File: config.mk
export PLATFORM = sky130hd
export DESIGN_NAME = uart_tx_frame
export DESIGN_NICKNAME = d
export VERILOG_FILES = /design/src/rtl/uart_tx_frame.sv
export SDC_FILE = /design/constraint.sdc
export NUM_CORES = 1
export LEC_CHECK = 0
export BUFFER_PORTS_ARGS = -buffer_cell sky130_fd_sc_hd__buf_2
export CAP_MARGIN = 5
export CORE_MARGIN = 5
export CORE_UTILIZATION = 40
export DETAILED_ROUTE_END_ITERATION = 10
export PLACE_DENSITY = 0.55
export SKIP_CTS_REPAIR_TIMING = 1
export SYNTH_ARGS = -nofsm -noshare
export SYNTH_HDL_FRONTEND = slang
export SYNTH_SLANG_ARGS = --single-unit
File: constraint.sdc
create_clock -name clk_based_on_prescale -period 2.95 [get_ports clk_based_on_prescale]
set_input_delay 0.7375 -clock clk_based_on_prescale [delete_from_list [all_inputs] [get_ports clk_based_on_prescale]]
set_output_delay 0.7375 -clock clk_based_on_prescale [all_outputs]
set_load 0.05 [all_outputs]
File: src/rtl/uart_tx_frame.sv
// UART transmit framer: start bit, LSB-first data, optional parity, stop bit(s).
// One clock per bit period; tx_out and busy come straight from flops.
module uart_tx_frame #(
  parameter int DATA_WIDTH = 8,
  parameter int STOP_BITS  = 1
) (
  input  logic                  clk_based_on_prescale,
  input  logic                  asy_reset,
  input  logic [DATA_WIDTH-1:0] p_data,
  input  logic                  data_valid,
  input  logic                  parity_enable,
  input  logic                  parity_type,
  output logic                  ready,
  output logic                  tx_out,
  output logic                  busy
);

  localparam int CW = $clog2(DATA_WIDTH + 1);
  localparam logic [CW-1:0] DATA_LAST = CW'(DATA_WIDTH - 1);
  localparam logic [CW-1:0] STOP_LAST = CW'(STOP_BITS - 1);

  typedef enum logic [2:0] {
    IDLE   = 3'd0,
    START  = 3'd1,
    DATA   = 3'd2,
    PARITY = 3'd3,
    STOP   = 3'd4
  } state_t;

  state_t                state, state_next;
  logic [CW-1:0]         cnt, cnt_next;
  logic [DATA_WIDTH-1:0] data_q, data_next, shifted;
  logic                  par_en_q, par_en_next;
  logic                  par_q, par_next;
  logic                  tx_q, tx_next;
  logic                  busy_q, busy_next;
  logic                  accept;

  // Handshake: ready is combinational from state only; a frame is taken at
  // any posedge where data_valid & ready. data_valid with ready low is dropped.

  always_ff @(posedge clk_based_on_prescale) begin
    if (asy_reset) begin
      state    <= IDLE;
      cnt      <= '0;
      data_q   <= '0;
      par_en_q <= 1'b0;
      par_q    <= 1'b0;
      tx_q     <= 1'b1;
      busy_q   <= 1'b0;
    end else begin
      state    <= state_next;
      cnt      <= cnt_next;
      data_q   <= data_next;
      par_en_q <= par_en_next;
      par_q    <= par_next;
      tx_q     <= tx_next;
      busy_q   <= busy_next;
    end
  end

  always_comb begin
    state_next  = state;
    cnt_next    = cnt;
    data_next   = data_q;
    par_en_next = par_en_q;
    par_next    = par_q;
    if (accept) begin
      data_next   = p_data;
      par_en_next = parity_enable;
      par_next    = (^p_data) ^ parity_type;
    end
    case (state)
      IDLE: begin
        if (accept) state_next = START;
      end
      START: begin
        state_next = DATA;
        cnt_next   = '0;
      end
      DATA: begin
        if (cnt == DATA_LAST) begin
          cnt_next   = '0;
          state_next = par_en_q ? PARITY : STOP;
        end else begin
          cnt_next = cnt + CW'(1);
        end
      end
      PARITY: begin
        state_next = STOP;
        cnt_next   = '0;
      end
      STOP: begin
        if (cnt == STOP_LAST) begin
          cnt_next   = '0;
          state_next = accept ? START : IDLE;
        end else begin
          cnt_next = cnt + CW'(1);
        end
      end
      default: begin
        state_next = IDLE;
        cnt_next   = '0;
      end
    endcase
  end

  // The registered line level is chosen from the state being entered, so
  // the start bit shows on tx_out at the accept edge itself.
  always_comb begin
    ready     = (state == IDLE) || ((state == STOP) && (cnt == STOP_LAST));
    accept    = data_valid && ready;
    shifted   = data_next >> cnt_next;
    busy_next = (state_next != IDLE);
    case (state_next)
      START:   tx_next = 1'b0;
      DATA:    tx_next = shifted[0];
      PARITY:  tx_next = par_next;
      default: tx_next = 1'b1;
    endcase
  end

  assign tx_out = tx_q;
  assign busy   = busy_q;

endmodule

==> flow_summary_export.csv, run 1 <==
group,metric,value,unit
setup_path,cp-end-kind,"output pin",
global_route,antenna_found_initial,0,
synthesis,syn_area,0.00109,mm2
power,leakagePower,0.486,nW
job,cap_viol_max_count,0,
clocking,clkTransAtPathRegs,0.11,ns
sta,whs,0.461,ns
synthesis,yosys_most_used_dff,"dfxtp_1",
detailed_routing,drt_iter0_drc,52,
power,power_density,469,mW/mm2
floorplanning,rows,19,
setup_path,critPathKind,"reg2out",
global_route,grt_max_degree,19,
synthesis,yosysTopAreaCellShare,34.9,%
detailed_routing,vias,881,
synthesis,yosysTopAreaCell,"dfxtp_1",
setup_path,max_stage_delay,0.43,ns
synthesis,ys_warn_count,0,
sta,hold_violations,0,
clocking,cts_tree,"yes",
synthesis,ys_ff_latch,19,
sta,setup_slack,0.436,ns
clocking,clockRootBuffer,"clkbuf_4",
sta,fmax,0.398,GHz
final_layout,fillers,288,
floorplanning,dieArea,0.00386,mm2
sta,min_period,2.51,ns
synthesis,synth_area_leaders,"dfxtp_1, nand2_1, mux4_1",
sta,max_slew.worst_pin.slew,0.411,ns
detailed_routing,drt-wirelength-per-cell,12.7,um
final_layout,antenna_cells,0,
setup_path,crit_fanout,5,
place,portBuffers,15,
setup_path,critical_path_buf_inv_count,2,
clocking,clk_latency,0.31,ns
clocking,clkSinkCount,19,
clocking,cts_buffers,3,
clocking,clockBufferDepth,2,
detailed_routing,ant_nets,0,
floorplanning,die_height,62.2,um
place,pre_cts_slack,0.394,ns
detailed_routing,drt-total-wl,2140,um
synthesis,syn_inst,125,
worst_hold_path,hold_path_class,"reg2reg",
setup_path,crit_cells,5,
detailed_routing,first_pass_iters,2,
global_route,grt_pass1_vias,914,
setup_path,crit_path_cell_trace,"inv_1, ha_1, or3b_4, a21boi_0, buf_2",
final_layout,multi_input_area,664,um2
floorplanning,die_width,62.2,um
outcome,status,"complete, no violations",
final_layout,layout-drive-gt1-share,20.3,%
synthesis,synth-edff-count,0,
global_route,globalRouteOverflowTotal,0,
sta,period_share,85.2,%
setup_path,reg2reg_depth,8,
synthesis,yosysSeqAreaShare,34.9,%
sta,slew_viol_final,0,
global_route,grt_first_pass_wirelength,3850,um
setup_path,required,2.21,ns
sta,tns,0,ns
setup_path,critPathSlowestCell,"or3b_4",
sta,relSlewSlack,72.4,%
detailed_routing,viasPerCell,5.21,
final_layout,area_growth,10.3,%
final_layout,regArea,380,um2
synthesis,synth.distinct_cells,41,
final_layout,nets,154,
setup_path,startpoint_type,"flop",
setup_path,cp_top_family,"simple AND/OR/NAND/NOR gates",
power,ir_drop,0.000315,V
clocking,h-tree-depth,1,
floorplanning,coreArea,0.00269,mm2
worst_hold_path,whs_path_depth,2,
synthesis,async_reset_ff_share,0,%
detailed_routing,drc_errors,0,
final_layout,fin_cells,169,
place,dp_hpwl,1620,um
place,dp.cells,165,
floorplanning,io_pins,16,
sta,rsz0062_at_grt,"no",
place,place_congestion,0.761,
synthesis,postSynthAreaPerCell,8.71,um2
floorplanning,initial_utilization,40.5,%
sta,setup_viol,0,
synthesis,syn_nets,140,
sta,clock_skew,0.00934,ns
setup_path,crit_arrival,1.78,ns
global_route,grtUsageTotal,11.9,%
-- worst paths after layout --
path / startpoint / end / slack [ns]
setup / recovery: cnt[0]$_SDFF_PP0_ / ready / 0.44
hold / removal: data_q[5]$_SDFF_PP0_ / data_q[5]$_SDFF_PP0_ / 0.46
hold reg to reg: data_q[5]$_SDFF_PP0_ / data_q[5]$_SDFF_PP0_ / 0.46
setup reg to reg: cnt[0]$_SDFF_PP0_ / tx_out$_SDFF_PP1_ / 0.52
-- cell families after synthesis --
logic type / after synthesis / share of synthesized area (%)
AOI/OAI and AO/OA: 30 / 20.0
xor gates and xnor gates: 8 / 6.44
adders and majority gates: 3 / 3.22
buffers and inverters: 9 / 4.02
DFF: 19 / 34.9
muxes: 4 / 8.16
and+or+nand+nor: 52 / 23.2
-- area by class of cell --
class	count	share of cell area, %
Clock buffer	3	1.88
Clock inverter	1	0.417
Inverter	2	0.625
Multi-Input combinational cell	97	55.3
Sequential cell	19	31.7
Tap cell	31	3.23
Timing Repair Buffer	16	6.88
-- per-layer routing --
layer  part of all wire [%]  wire (um)  global-route usage [%]  vias to the layer above
met5                      0          0                       0                        -
met4                    1.6         35                    4.88                        0
met3                    2.9         61                    1.98                        4
met2                     49       1040                    20.5                       11
met1                     47        999                    14.4                      403
li1                       -          -                       -                      463
-- worst min-delay path, cell delays in order (launching register included) --
cell	delay, ns
dfxtp_1	0.32
nand2_1	0.05
a21oi_1	0.05
-- metrics by stage --
stage	cell area, um2	power [mW]	utilization, %
floorplan	1090	0.402	-
global placement	1170	0.431	43.7
detailed placement	1170	0.433	43.7
CTS	1200	0.569	44.7
global route	1200	0.602	44.7
finish	1200	0.564	44.7
-- cell usage in the layout (no fill, tap or decap), types with 3 or more instances in the layout --
cell type / n
nand2_1: 22
dfxtp_1: 19
buf_2: 15
a21oi_1: 14
nor2_1: 9
xnor2_1: 6
nor2b_1: 4
nand3_1: 4
nor3b_1: 3
mux4_1: 3
clkbuf_4: 3
-- Yosys cell counts (2+ instances only) --
library cell	count
o21ai_0	2
inv_1	2
nand3_1	4
xnor2_1	6
xor2_1	2
nor2b_1	4
nor2_1	9
mux4_1	3
dfxtp_1	19
nand3b_1	2
nand2_1	22
a21o_1	2
ha_1	2
a21oi_1	14
nor3b_1	3
clkbuf_1	4
-- registers in the layout, summed over array words and instances (netlist names) --
signal	cells
cnt	4
par_q	1
data_q	8
par_en_q	1
state	3
tx_out	1
busy	1
-- where the power goes --
part | total [mW] | leakage (nW) | internal (mW) | switching (mW)
clock | 0.138 | 0.0177 | 0.0507 | 0.0876
sequential | 0.285 | 0.156 | 0.274 | 0.0106
combinational | 0.141 | 0.312 | 0.0623 | 0.0786
(Power assumes the default switching activity.)
==> run 2: changes to the inputs <==
- BUFFER_PORTS_ARGS: -buffer_cell sky130_fd_sc_hd__buf_2 -> unset
- DONT_BUFFER_PORTS: unset -> 1
- PLACE_DENSITY: 0.55 -> 0.5
==> flow_summary_export.csv, run 2 (synthesis results as in run 1) <==
group,metric,value,unit
global_route,grt_max_degree,19,
worst_hold_path,hp-start,"data_q[5]$_SDFF_PP0_",
clocking,h-tree-depth,1,
final_layout,largest_reg_flops,8,
sta,setup_viol,0,
global_route,globalRouteOverflowTotal,0,
global_route,met1_usage,14.6,%
sta,max_slew.worst_pin.slew,0.491,ns
sta,period_share,81.9,%
power,leakagePower,0.432,nW
detailed_routing,drt_iter0_drc,48,
detailed_routing,drt-wirelength-per-cell,13.5,um
outcome,status,"complete, no violations",
setup_path,cp-end-kind,"flop",
detailed_routing,viasPerCell,5.27,
floorplanning,io_pins,16,
clocking,cts_buffers,3,
final_layout,multi_input_area,664,um2
clocking,cts_tree,"yes",
final_layout,antenna_cells,0,
sta,relSlewSlack,67.2,%
setup_path,crit_arrival,2.62,ns
place,dp_hpwl,1610,um
floorplanning,die_height,62.2,um
setup_path,startpoint_type,"flop",
final_layout,fillers,281,
power,ir_drop,0.000250,V
sta,fmax,0.414,GHz
setup_path,r2r-end,"tx_out$_SDFF_PP1_",
sta,hold_violations,0,
sta,slew_viol_final,0,
final_layout,nets,140,
sta,rsz0062_at_grt,"no",
floorplanning,die_width,62.2,um
sta,whs,0.452,ns
setup_path,critPathKind,"reg2reg",
setup_path,reg2reg_depth,8,
setup_path,ff2ff_setup_slack,0.53,ns
clocking,clockBufferDepth,2,
final_layout,regArea,380,um2
global_route,antenna_found_initial,0,
clocking,clkSinkCount,19,
final_layout,layout-drive-gt1-share,11.3,%
clocking,clkTransAtPathRegs,0.11,ns
setup_path,r2r_start,"cnt[0]$_SDFF_PP0_",
worst_hold_path,hold_path_class,"reg2reg",
power,power_density,479,mW/mm2
sta,min_period,2.42,ns
clocking,clk_latency,0.30,ns
job,cap_viol_max_count,0,
floorplanning,rows,19,
sta,clock_skew,0.00407,ns
final_layout,largest-register,"data_q",
final_layout,area_growth,4.14,%
setup_path,crit_fanout,9,
global_route,grt_pass1_vias,781,
detailed_routing,drc_errors,0,
final_layout,final_core_utilization,42.2,%
sta,tns,0,ns
detailed_routing,vias,817,
place,dpl-instance-area,0.00111,mm2
final_layout,fin_area,0.00113,mm2
global_route,grt.busiest_layer,"met2",
detailed_routing,drt-total-wl,2100,um
place,portBuffers,0,
final_layout,final_cell_mix,"nand2_1, dfxtp_1, a21oi_1, nor2_1, xnor2_1",
global_route,grt_first_pass_wirelength,3660,um
clocking,clockRootBuffer,"clkbuf_4",
final_layout,final_common_cell,"nand2_1",
global_route,grtUsageTotal,11.5,%
floorplanning,coreArea,0.00269,mm2
global_route,grt.met3_usage,3.24,%
detailed_routing,ant_nets,0,
worst_hold_path,whs_path_depth,2,
floorplanning,initial_utilization,40.5,%
place,place_congestion,0.719,
setup_path,required,3.15,ns
worst_hold_path,hold_end,"data_q[5]$_SDFF_PP0_",
global_route,grtUsageMet2,17.9,%
detailed_routing,first_pass_iters,3,
final_layout,top_regs,"data_q: 8 flops, cnt: 4 flops, state: 3 flops",
floorplanning,dieArea,0.00386,mm2
## run 2: cell count changes in the layout (fill, tap and decap cells not counted), sizes merged
cell  change
buf      -14
## run 2: worst max path at each step
stage                            startpoint                end  cells past startpoint  slack (ns)
after floorplan           cnt[0]$_SDFF_PP0_              ready                      4        0.11
after global placement           data_valid  tx_out$_SDFF_PP1_                      6        0.52
after detailed placement         data_valid  tx_out$_SDFF_PP1_                      6        0.47
after CTS                 cnt[0]$_SDFF_PP0_  tx_out$_SDFF_PP1_                      8        0.52
after global routing      cnt[0]$_SDFF_PP0_  tx_out$_SDFF_PP1_                      8        0.40
final                     cnt[0]$_SDFF_PP0_  tx_out$_SDFF_PP1_                      8        0.53
## run 2: critical path: stages (launching register included)
cell and delay (ns):
dfxtp_1 0.36, inv_1 0.07, ha_1 0.15, or3b_4 0.42, a21boi_4 0.33, mux4_1 0.61
nand3_1 0.10, nand4_1 0.08, a31o_1 0.22
## run 2: report_power, final
| part | internal, mW | switching (mW) | total, mW |
|---|---|---|---|
| clock network | 0.0505 | 0.0835 | 0.134 |
| logic | 0.0558 | 0.0556 | 0.111 |
| registers | 0.274 | 0.0232 | 0.297 |
## run 2: stage by stage
step | setup WS [ns] | power (mW) | cells
2_1_floorplan | 0.112 | 0.402 | 125
3_3_place_gp | 0.518 | 0.416 | 151
3_5_place_dp | 0.469 | 0.417 | 151
4_1_cts | 0.518 | 0.554 | 155
5_1_grt | 0.400 | 0.583 | 155
6_report | 0.533 | 0.543 | 155
## run 2: final cells by class
type                            instances  area share, %
Timing Repair Buffer                    2           1.32
Clock buffer                            3           1.99
Inverter                                2          0.662
Clock inverter                          1          0.442
Tap cell                               31           3.42
Multi-Input combinational cell         97           58.6
Sequential cell                        19           33.6
## run 2: layer usage
layer / part of all wire (%) / vias to the layer above
li1: - / 433
met1: 46 / 373
met2: 48 / 9
met3: 4.6 / 2
met4: 0.86 / 0
met5: 0 / -
